===== config.mk =====
export PLATFORM = sky130hd
export DESIGN_NAME = add_bit
export DESIGN_NICKNAME = d
export VERILOG_FILES = /design/src/rtl/add_bit_pkg.sv /design/src/rtl/add_bit_cell.sv /design/src/rtl/add_bit.sv
export SDC_FILE = /design/constraint.sdc
export NUM_CORES = 1
export LEC_CHECK = 0
export BUFFER_PORTS_ARGS = -buffer_cell sky130_fd_sc_hd__buf_2
export CAP_MARGIN = 20
export CORE_AREA = 4 4 41 43
export CTS_BUF_LIST = sky130_fd_sc_hd__clkbuf_16
export DETAILED_ROUTE_END_ITERATION = 8
export DIE_AREA = 0 0 45 47
export GPL_ROUTABILITY_DRIVEN = 0
export PLACE_DENSITY = 0.33
export SKIP_LAST_GASP = 1
export SLEW_MARGIN = 20
export SYNTH_ARGS = -nofsm -noshare
export SYNTH_HDL_FRONTEND = slang
export SYNTH_SLANG_ARGS = --single-unit

===== constraint.sdc =====
create_clock -name clk -period 4.04 [get_ports clk]
set_clock_uncertainty 0.2 [all_clocks]
set_input_delay 0 -clock clk [delete_from_list [all_inputs] [get_ports clk]]
set_output_delay 0 -clock clk [all_outputs]
set_load 0.02 [all_outputs]

===== src/rtl/add_bit_pkg.sv =====
// Shared constants for the add_bit leaf arithmetic cell.
package add_bit_pkg;

    // Value both output registers take while reset is asserted.
    localparam logic ADD_BIT_RST_VAL = 1'b0;

endpackage : add_bit_pkg


===== src/rtl/add_bit_cell.sv =====
// Pure combinational full adder: s = a ^ b ^ ci, co = majority(a, b, ci).
module add_bit_cell (
    input  logic a,
    input  logic b,
    input  logic ci,
    output logic s,
    output logic co
);

    assign s  = a ^ b ^ ci;
    assign co = (a & b) | (a & ci) | (b & ci);

endmodule : add_bit_cell


===== src/rtl/add_bit.sv =====
// Full adder with a registered output stage and an optional bit-serial
// carry loop closed through the cout_q flop.
module add_bit
    import add_bit_pkg::*;
(
    input  logic clk,
    input  logic rst,
    input  logic a,
    input  logic b,
    input  logic cin,
    input  logic en,
    input  logic serial,
    output logic sum,
    output logic cout,
    output logic sum_q,
    output logic cout_q
);

    logic c_eff;

    // In serial mode the carry comes from our own registered carry-out; the
    // flop breaks the loop, so there is no combinational cycle.
    assign c_eff = serial ? cout_q : cin;

    add_bit_cell u_cell (
        .a  (a),
        .b  (b),
        .ci (c_eff),
        .s  (sum),
        .co (cout)
    );

    // Output registers: async clear, load on enable, otherwise hold.
    always_ff @(posedge clk or posedge rst) begin
        if (rst) begin
            // NOTE: non-blocking assignments keep every flop sampling the
            // pre-edge values; blocking here would race with other readers.
            sum_q  <= ADD_BIT_RST_VAL;
            cout_q <= ADD_BIT_RST_VAL;
        end else if (en) begin
            sum_q  <= sum;
            cout_q <= cout;
        end
    end

endmodule : add_bit


* After elaboration in Yosys (flattened, before gate mapping)
Index checks and enable logic that the tools add are counted.
** Word-level totals
- Flip-flop bits (word level) :: 2
- Input bits :: 7
- Output and inout port bits :: 4
- Word-level logic and storage cells :: 10
** Operators by class
- Mux-type cells :: 1
- Bitwise logic cells :: 7
** Operators by type and width (count)
- 1-bit AND :: 3
- 1-bit OR :: 2
- 1-bit bitwise XOR :: 2
- 1-bit 2-to-1 mux :: 1

* Logic depth before layout (Yosys ltp)
- Word-level depth :: 4
- Mapped depth :: 3
- Gate-level depth less buffers :: 3

* By module
A second synthesis with hierarchy kept.
** Unflattened totals
- Cells, all modules :: 7
- Area total of the unflattened synthesis :: 107.6 um^2
** Modules (own cells, without submodules)
- add_bit :: times used 1, cells an instance 6, area an instance 87.6 um^2, sequential area each 50.0 um^2
- add_bit_cell :: times used 1, cells an instance 1, area an instance 20.0 um^2, sequential area each 0.0 um^2

* Worst setup path before layout
Ideal clock, no wire load.
- Kind :: reg-to-reg
- From :: register cout_q
- To :: register sum_q
- Setup time :: 125 ps
- Arrival time :: 1577 ps
- Data required time :: 3715 ps
- Slack :: 2138 ps
- Cell stages (with the launch flop) :: 4
- Path buffers :: 0
- Period minus slack after synthesis :: 1902 ps
- Path through :: dfrtp_1 mux2_2 fa_1 mux2_2
** On the way
- Word-level cells in the longest chain between the ends :: 2
** RTL lines
- start, declared :: line add_bit.sv:16 : output logic cout_q
- start signal, assigned :: line add_bit.sv:42 : cout_q <= cout;
- 1-bit 2-to-1 mux :: line add_bit.sv:23 : assign c_eff = serial ? cout_q : cin;
- 1-bit bitwise XOR :: line add_bit_cell.sv:10 : assign s = a ^ b ^ ci;
- named net sum :: line add_bit.sv:13 : output logic sum,
- end signal, assigned :: line add_bit.sv:41 : sum_q <= sum;
- end, declared :: line add_bit.sv:15 : output logic sum_q,
The timed path passes the listed nets, and every way through them passes these cells.
A chain may end at the register's enable or synchronous reset.

* Worst setup path in the final report
- From :: register cout_q
- To :: output port sum
** On the way
- Word-level cells in the longest chain between the ends :: 2
** RTL lines (line)
- 1-bit 2-to-1 mux :: add_bit.sv:23
- 1-bit bitwise XOR :: add_bit_cell.sv:10
- end, declared :: add_bit.sv:13
No other way between the ends.

==> summary.json <==
{
  "timing.critical_path.to_type": "primary output",
  "clock_period_minus_worst_slack_ns": 1.72,
  "routed-via-count": 117,
  "grt_start_max_net_pins": 4,
  "chipWidth_um": 45,
  "post_synth_xor_area_fraction_pct": 0,
  "simple_logic_cell_fraction_of_the_synthesized_area_pct": 0,
  "post_dp_cell_area_um2": 176,
  "tritoncts.num_buffers": 3,
  "post-cts-setup-buffer-count": 0,
  "crit_buf_inv": 1,
  "initial_core_util_pct": 8.27,
  "drv_cap": 0,
  "synthCells": 7,
  "cts.clk_slew.worst_paths_ns": 0.03,
  "detail-route-antenna-nets": 0,
  "tns_ns": 0,
  "post_synth_num_cell_types": 4,
  "timing_max_transition_violations_final": 0,
  "placement_rows": 13,
  "synth_enable_flop_cells": 0,
  "p_leak_uw": 0.000137,
  "status": "finished, final reports clean",
  "synth.top_cell.area_share_pct": 46.5,
  "cts_root_buf": "sky130_fd_sc_hd__clkbuf_16",
  "finalHoldWorstSlack_ns": 0.0194,
  "port_buffers": 10,
  "synth.yosys.seq_area_share_pct": 46.5,
  "routed_wirelength_um": 352,
  "async_s_r_ff_share_synth_pct": 100,
  "start_kind": "flop",
  "total_nets_final": 33,
  "coreArea_um2": 1300,
  "clk_latency_ns": 0.21,
  "antenna_found_initial": 0,
  "fraction_of_the_mapped_netlist_area_in_compound_gates_pct": 0,
  "timing_worst_setup_path_type": "reg -> out",
  "cp_data_required_time_ns": 3.84,
  "cts.path.max_buffers": 2,
  "hold_path_class": "in -> reg",
  "synth_common_cells": "3 x sky130_fd_sc_hd__mux2_2, 2 x sky130_fd_sc_hd__dfrtp_1, 1 x sky130_fd_sc_hd__fa_1, 1 x sky130_fd_sc_hd__inv_1",
  "number_of_hold_violations_in_the_final_report": 0,
  "grt_overflow_total": 0,
  "global_route_wire_length_before_repair_um": 483,
  "layout-drive-gt1-share_pct": 69.6,
  "synthAdderAreaFrac_pct": 18.6,
  "syn2layout_area_growth_pct": 162,
  "cts-resized-gates": 0,
  "combinational_family_with_the_most_area_after_synthesis": "multiplexers",
  "postLayoutCellArea_um2": 282,
  "crit_chain": "mux2_2 > fa_1 > buf_2",
  "seq_cells_post_synth": 2,
  "post_synth_mux_area_share_pct": 31.4,
  "synthFlopType": "sky130_fd_sc_hd__dfrtp_1",
  "post_drt_wl_per_cell_um": 9.26,
  "synth.net_count": 15,
  "number_of_placed_i_o_pins": 11,
  "clkSinkCount": 2,
  "drt_first_iter_violations": 2,
  "slew_headroom_pct": 92.7,
  "synth_top_cell_by_area": "sky130_fd_sc_hd__dfrtp_1",
  "cts_tree": "done",
  "unrepaired_setup_endpoints_after_global_routing": "no",
  "critPathTopFamily": "adder cells",
  "ir_worst_vdd_mv": 0.247,
  "timing.critical_path.fanout_max": 3,
  "clock_tree.htree_level_count": 1,
  "netlist_top_cells_area": "sky130_fd_sc_hd__dfrtp_1 47%, sky130_fd_sc_hd__mux2_2 31%, sky130_fd_sc_hd__fa_1 19%",
  "cellPowerDensity_nw_per_um2": 734,
  "yosysWarnings": 0,
  "grt_pass1_vias": 111,
  "die-height_um": 47,
  "crit_path_top_delay_cell": "sky130_fd_sc_hd__fa_1",
  "count_leader_synth": "sky130_fd_sc_hd__mux2_2",
  "dieArea_um2": 2120,
  "num_antenna_cells": 0,
  "transition_time_of_the_tightest_slew_check_pin_ns": 0.111,
  "post_synth.cell_area_avg_um2": 15.4,
  "critical_path_arrival_ns": 1.52,
  "setup-violations-final": 0,
  "fin_crit_sh_pct": 42.6,
  "viasPerCell": 3.08,
  "crit_path_max_incr_delay_ns": 0.49,
  "finalPower_uw": 207,
  "drtPass1Iterations": 2,
  "all_layer_global_routing_usage_pct": 4.04,
  "post_synthesis_instance_area_um2": 108,
  "achievable-frequency_mhz": 581,
  "route.detailed.drc": 0
}
[flip-flops by register name, summed over array words and instances (netlist names)]
| register | flops |
|---|---|
| cout_q | 1 |
| sum_q | 1 |
[layout make-up]
type	instances	area [um2]
Fill cell	151	1020
Timing Repair Buffer	13	80.1
Clock buffer	3	75.1
Multi-Input combinational cell	4	53.8
Sequential cell	2	50.0
Tap cell	15	18.8
Inverter	1	3.75
[final timing paths]
path,cells past startpoint,start,slack [ns],endpoint
max,3,cout_q,2.32,sum
min,3,b,0.02,sum_q
max reg2reg,3,cout_q,2.35,sum_q
min reg2reg,1,sum_q,0.31,sum_q
max in group asynchronous,4,rst,3.00,cout_q
min in group asynchronous,4,rst,0.53,sum_q
[stage by stage]
step | std cells | utilization [%] | setup slack (ns)
after global routing | 38 | 21.6 | 2.27
after detailed placement | 32 | 13.6 | 2.35
after CTS | 38 | 21.6 | 2.31
after global placement | 32 | 13.6 | 2.35
final | 38 | 21.6 | 2.32
after floorplan | 7 | - | 2.14
[layer usage]
| metal | up-vias | routed length (um) | GRT usage (%) |
|---|---|---|---|
| li1 | 56 | - | - |
| met1 | 49 | 170 | 4.12 |
| met2 | 12 | 103 | 4.24 |
| met3 | 0 | 78 | 4.60 |
| met4 | 0 | 0 | 3.51 |
| met5 | - | 0 | 0 |
[placed cells by master, fill, tap and decap left out, drive strengths merged]
cell and instances:
buf 10, dlygate4sd3 3, clkbuf 3, dfrtp 2, mux2 3, fa 1
inv 1
[what timing repair did]
| item | 4_1_cts | 5_1_grt |
|---|---|---|
| endpoints found under the hold margin | 4 | 0 |
| hold buffers | 3 | 0 |
| setup endpoints to repair | 0 | 0 |
[where the power goes]
part	internal (uW)	switching (uW)
Clock	126	20.0
Combinational	15.5	18.5
Sequential	24.7	2.41
[logic make-up (layout without fill, tap and decap cells)]
kind of cell  Yosys count  count (layout)
buf+inv                 1              17
fa+ha+maj               1               1
mux                     3               3
flops                   2               2
[worst min-delay path, stage by stage]
cell,delay (ns)
sky130_fd_sc_hd__buf_2,0.09
sky130_fd_sc_hd__fa_1,0.16
sky130_fd_sc_hd__mux2_2,0.14
Note: power is estimated with default switching activity, not from simulation.
